**src/rtl/demux_scan_pkg.sv**
```systemverilog
// Shared types and constants for the demux scan controller.
// The helper function returns the lowest set bit of a channel mask.
package demux_scan_pkg;

    localparam int unsigned N_CH  = 8;
    localparam int unsigned SEL_W = 3;

    typedef logic [SEL_W-1:0] ch_t;
    typedef logic [N_CH-1:0]  mask_t;

    typedef enum logic [1:0] {
        StIdle,
        StWaitData,
        StDwell
    } state_e;

    // Returns 0 for an empty mask; callers only use the result when the mask is non-zero.
    function automatic ch_t lowest_set(input mask_t m);
        ch_t r;
        r = '0;
        for (int i = N_CH - 1; i >= 0; i--) begin
            if (m[i]) begin
                r = ch_t'(i);
            end
        end
        return r;
    endfunction

endpackage

```
**src/rtl/demux_next_ch.sv**
```systemverilog
// Combinational channel finder: from a channel mask and the current pointer, gives the
// next higher enabled channel, the lowest enabled channel and whether ptr is the last one.
module demux_next_ch
    import demux_scan_pkg::*;
(
    input  mask_t mask_i,
    input  ch_t   ptr_i,
    output ch_t   next_o,
    output ch_t   lowest_o,
    output logic  is_last_o
);

    always_comb begin
        next_o    = ptr_i;
        is_last_o = 1'b1;
        // Descending scan so the nearest higher set bit wins.
        for (int i = N_CH - 1; i >= 0; i--) begin
            if (mask_i[i] && (i > int'(ptr_i))) begin
                next_o    = ch_t'(i);
                is_last_o = 1'b0;
            end
        end
    end

    assign lowest_o = lowest_set(mask_i);

endmodule

```
**src/rtl/demux_scan_ctrl.sv**
```systemverilog
// Scan sequencer for the 1-to-8 demux: takes one bit per enabled channel over valid/ready,
// holds it on that channel for DWELL_CYCLES, walks channels upward and counts frames.
module demux_scan_ctrl
    import demux_scan_pkg::*;
#(
    parameter int unsigned DWELL_CYCLES = 4,
    parameter int unsigned CNT_W        = 8
) (
    input  logic                clk,
    input  logic                reset,
    input  logic                start,
    input  logic                cont,
    input  logic                abort,
    input  logic [N_CH-1:0]     en_mask,
    input  logic                in_valid,
    input  logic                in_data,
    output logic                in_ready,
    output logic [SEL_W-1:0]    sel,
    output logic                a,
    output logic                busy,
    output logic                done,
    output logic                err,
    output logic [CNT_W-1:0]    frame_cnt
);

    localparam logic [7:0] DwellLoad = 8'(DWELL_CYCLES - 1);

    state_e          state_q, state_d;
    ch_t             ptr_q, ptr_d;
    mask_t           mask_q, mask_d;
    logic            cont_q, cont_d;
    logic            bit_q, bit_d;
    logic [7:0]      cnt_q, cnt_d;
    logic [CNT_W-1:0] frame_cnt_q, frame_cnt_d;
    logic            done_q, done_d;
    logic            err_q, err_d;
    logic            in_ready_q, in_ready_d;
    logic            busy_q, busy_d;
    logic            a_q, a_d;
    ch_t             sel_q, sel_d;

    ch_t             next_ch;
    ch_t             lowest_ch;
    logic            is_last;

    demux_next_ch u_next_ch (
        .mask_i    (mask_q),
        .ptr_i     (ptr_q),
        .next_o    (next_ch),
        .lowest_o  (lowest_ch),
        .is_last_o (is_last)
    );

    always_comb begin
        state_d     = state_q;
        ptr_d       = ptr_q;
        mask_d      = mask_q;
        cont_d      = cont_q;
        bit_d       = bit_q;
        cnt_d       = cnt_q;
        frame_cnt_d = frame_cnt_q;
        done_d      = 1'b0;
        err_d       = 1'b0;

        unique case (state_q)
            StIdle: begin
                if (start) begin
                    if (en_mask != '0) begin
                        mask_d  = en_mask;
                        cont_d  = cont;
                        ptr_d   = lowest_set(en_mask);
                        state_d = StWaitData;
                    end else begin
                        err_d = 1'b1;
                    end
                end
            end
            StWaitData: begin
                if (abort) begin
                    state_d = StIdle;
                end else if (in_valid && in_ready_q) begin
                    bit_d   = in_data;
                    cnt_d   = DwellLoad;
                    state_d = StDwell;
                end
            end
            StDwell: begin
                if (abort) begin
                    state_d = StIdle;
                end else if (cnt_q != 8'd0) begin
                    cnt_d = cnt_q - 8'd1;
                end else if (!is_last) begin
                    ptr_d   = next_ch;
                    state_d = StWaitData;
                end else begin
                    done_d      = 1'b1;
                    frame_cnt_d = frame_cnt_q + CNT_W'(1);
                    // Continuous mode re-arms from the live mask; an empty mask ends quietly.
                    if (cont_q && (en_mask != '0)) begin
                        mask_d  = en_mask;
                        cont_d  = cont;
                        ptr_d   = lowest_set(en_mask);
                        state_d = StWaitData;
                    end else begin
                        state_d = StIdle;
                    end
                end
            end
            default: begin
                state_d = StIdle;
            end
        endcase

        // Outputs are registered from the next state so they line up with state_q.
        in_ready_d = (state_d == StWaitData);
        busy_d     = (state_d != StIdle);
        a_d        = (state_d == StDwell) ? bit_d : 1'b0;
        sel_d      = (state_d != StIdle) ? ptr_d : sel_q;
    end

    always_ff @(posedge clk) begin
        if (reset) begin
            state_q     <= StIdle;
            ptr_q       <= '0;
            mask_q      <= '0;
            cont_q      <= 1'b0;
            bit_q       <= 1'b0;
            cnt_q       <= 8'd0;
            frame_cnt_q <= '0;
            done_q      <= 1'b0;
            err_q       <= 1'b0;
            in_ready_q  <= 1'b0;
            busy_q      <= 1'b0;
            a_q         <= 1'b0;
            sel_q       <= '0;
        end else begin
            state_q     <= state_d;
            ptr_q       <= ptr_d;
            mask_q      <= mask_d;
            cont_q      <= cont_d;
            bit_q       <= bit_d;
            cnt_q       <= cnt_d;
            frame_cnt_q <= frame_cnt_d;
            done_q      <= done_d;
            err_q       <= err_d;
            in_ready_q  <= in_ready_d;
            busy_q      <= busy_d;
            a_q         <= a_d;
            sel_q       <= sel_d;
        end
    end

    assign in_ready  = in_ready_q;
    assign busy      = busy_q;
    assign a         = a_q;
    assign sel       = sel_q;
    assign done      = done_q;
    assign err       = err_q;
    assign frame_cnt = frame_cnt_q;

endmodule

```
**config.mk**
```make
export PLATFORM = sky130hd
export DESIGN_NAME = demux_scan_ctrl
export DESIGN_NICKNAME = d
export VERILOG_FILES = /design/src/rtl/demux_scan_pkg.sv /design/src/rtl/demux_next_ch.sv /design/src/rtl/demux_scan_ctrl.sv
export SDC_FILE = /design/constraint.sdc
export NUM_CORES = 1
export LEC_CHECK = 0
export BUFFER_PORTS_ARGS = -buffer_cell sky130_fd_sc_hd__buf_2
export CAP_MARGIN = 0
export CORE_ASPECT_RATIO = 2
export CORE_MARGIN = 2
export CORE_UTILIZATION = 55
export DETAILED_ROUTE_END_ITERATION = 10
export GPL_ROUTABILITY_DRIVEN = 0
export PLACE_DENSITY = 0.87
export SKIP_CTS_REPAIR_TIMING = 1
export SYNTH_ARGS = -nofsm -noshare
export SYNTH_HDL_FRONTEND = slang
export SYNTH_SLANG_ARGS = --single-unit
```
**constraint.sdc**
```tcl
create_clock -name clk -period 6.2 [get_ports clk]
set_clock_uncertainty 0.2 [all_clocks]
set_input_delay 0.62 -clock clk [delete_from_list [all_inputs] [get_ports clk]]
set_output_delay 0.62 -clock clk [all_outputs]
set_load 0.02 [all_outputs]
```
==> results by group <==
STA
  – Unrepaired setup endpoints after global routing: no
  – Setup Viol. Count Final: 0
  – Slew @ Worst Pin: 0.719 ns
  – Final min period: 2.97 ns
  – Slew Limit Fails: 0
  – Final period utilization: 47.9%
  – Final Hold Viols: 0
  – TNS Setup: 0 ns
  – F_max: 0.337 GHz
  – Hold Slack: 0.274 ns
  – Rel. slew slack: 52.1%

Setup path
  – Origin of the critical flop-to-flop path: ptr_q[2]
  – R2R cell count: 6
  – Worst setup SP type: flip-flop
  – Critical setup path kind: reg2reg
  – Reg2Reg Setup Slack: 3.23 ns
  – Slowest stage cell, crit path: a2111oi_4
  – Worst path required time: 6.22 ns
  – Reg2reg end: mask_q[5]
  – Worst Path Max Fanout: 14
  – CP endpoint kind: flip-flop
  – Arrival time of the worst setup path: 2.99 ns
  – Crit-path cells: nand2_1 -> o21ai_1 -> nand3_2 -> or4_4 -> a2111oi_4 -> mux2i_1
  – Critical path's largest stage delay: 0.73 ns

Yosys
  – Share of the synthesized area in the top cell type: 36.9%
  – Top cells by count, synth: dfxtp_1, nand2_1, nor2_1
  – Synth Register Bits: 38
  – Biggest area consumer among synthesized cells: dfxtp_1
  – Ranking of synthesized cells by area: dfxtp_1, nand2_1, nor2_1, mux2i_1, a21oi_1
  – Avg Cell Area, Syn: 8.35 µm²
  – Library cells used by synthesis: 59
  – Post-synth EDFFs: 0
  – Ys flop type: dfxtp_1
  – Post-synthesis sequential area ratio: 36.9%
  – Post-Syn Nets: 264
  – Ys async rst share: 0%
  – Most common cell in the netlist: dfxtp_1
  – Synthesized cell area: 2060 µm²
  – Ys Warns: 0
  – Mapped Cells: 247

GRT
  – GRT Total Usage: 25.4%
  – Total gr overflow: 0
  – First-pass GRT wire length: 8020 µm
  – Initial antenna violation count: 0
  – Vias in the first global route: 1868
  – Pin count of the biggest net entering global routing: 27

Cells and area
  – N_diodes: 0
  – Non-filler cells, final: 323
  – Layout cells sized above 1: 20.8%
  – Layout Utilization: 63.9%
  – Area Growth Syn to Fin: 11.8%
  – Post-route cell area: 2310 µm²
  – Nets: 290

Hold path
  – Worst Hold Path EP: mask_q[6]
  – WHS Path Cells: 2
  – Worst min-delay path startpoint: mask_q[6]
  – Hold WC Path Type: reg2reg

Clock network
  – TritonCTS clock tree: built
  – Clock root cell: clkbuf_8
  – H-tree levels: 2
  – Reg clk slew, reported paths: 0.07 ns
  – Worst-Skew Late Latency: 0.29 ns
  – Clock Sinks: 38
  – Clock buffer depth: 2
  – Total CTS buffers: 5

Die
  – # IOs: 31
  – Die span in y: 90.6 µm
  – Rows: 31
  – Core area: 3610 µm²
  – Die footprint: 4290 µm²
  – Initial Util: 57.2%
  – DIE WIDTH: 47.3 µm

Placed design
  – Placed instance count: 315
  – Placed cell area: 2210 µm²
  – Number of buffers added on ports: 30
  – HPWL after DPL: 3590 µm

Detailed routing
  – Via Count: 1898
  – DR iter-0 viols: 41
  – Routed Antenna Nets: 0
  – DR WL/cell: 14.4 µm
  – Final WL: 4640 µm
  – TritonRoute pass-1 iters: 4
  – Vias per cell: 5.88
  – DRC: 0

Pwr
  – PD cells: 227 nW/µm²
  – Pleak: 0.919 nW
  – Peak VDD IR: 0.189 mV

Run
  – Max-cap violation count: 0

Status
  – Outcome: finished, final reports clean
-- metrics by stage --
step	setup WS (ns)	total power, mW
2_1_floorplan	3.55	0.330
3_3_place_gp	3.17	0.351
3_5_place_dp	3.20	0.352
4_1_cts	3.25	0.526
5_1_grt	3.04	0.546
6_report	3.23	0.522
-- critical path, delay by kind of cell (launching register included) --
kind,cells,cell delay [ns]
AO/OA/AOI/OAI,2,0.93
flip-flops,1,0.63
multiplexers,1,0.25
AND/OR/NAND/NOR,3,0.88
-- where the power goes --
group | switching, mW | total [mW] | internal (mW)
registers | 0.0105 | 0.264 | 0.253
clock network | 0.0842 | 0.174 | 0.0896
logic | 0.0503 | 0.0849 | 0.0345
-- worst max-delay path by stage --
stage / from / to / slack (ns) / depth (start not counted)
after floorplan: en_mask[1] / sel[0] / 3.55 / 7
after global placement: en_mask[1] / sel[0] / 3.17 / 7
after detailed placement: en_mask[1] / sel[0] / 3.20 / 7
after CTS: ptr_q[2] / mask_q[5] / 3.25 / 6
after global routing: cnt_q[0] / mask_q[5] / 3.04 / 7
final: ptr_q[2] / mask_q[5] / 3.23 / 6
-- layout by cell type, fill, tap and decap left out, drive strengths merged, types with 2 or more instances in the layout --
cell type and count:
a211oi 3, a21boi 2, a21o 2, a21oi 14
a31oi 5, buf 30, clkbuf 7, clkinv 2
dfxtp 38, ha 2, inv 7, mux2 3
mux2i 9, nand2 30, nand2b 2, nand3 10
nor2 27, nor2b 9, nor3 7, nor3b 3
nor4 8, o21ai 11, o221ai 2, o31ai 4
or2 2, or3b 3, or4 4, xnor2 4
xor2 5
-- state kept, by name (all words and copies together), names as in the netlist --
name	flops
a	1
bit_q	1
busy	1
cnt_q	8
cont_q	1
done	1
err	1
frame_cnt	8
in_ready	1
mask_q	7
ptr_q	3
sel	3
state_q	2
-- cell families (layout without fill, tap and decap cells) --
| logic type | count (synthesis) | count (layout) | synth area share, % |
|---|---|---|---|
| flip-flops | 38 | 38 | 36.9 |
| XOR/XNOR | 9 | 9 | 3.82 |
| buffers and inverters | 19 | 46 | 4.37 |
| AND/OR/NAND/NOR | 112 | 112 | 28.9 |
| multiplexers | 12 | 12 | 6.00 |
| AO/OA/AOI/OAI | 55 | 55 | 18.9 |
| adder cells (fa/ha/maj) | 2 | 2 | 1.21 |
-- layer usage --
metal  vias to the layer above  global-route usage [%]  share of wire (%)
met5                         -                       0                  0
met4                         0                    16.4                5.5
met3                        20                    3.80                3.2
met2                        55                    43.6                 55
met1                       886                    25.5                 36
li1                        937                       -                  -
-- final cells by class --
type                            instances  area, µm²
Fill cell                             314       1300
Multi-Input combinational cell        190       1210
Sequential cell                        38        761
Timing Repair Buffer                   30        150
Clock buffer                            7       86.3
Tap cell                               49       61.3
Inverter                                8       30.0
Clock inverter                          1       5.00
Power figures use the tool's default switching activity.
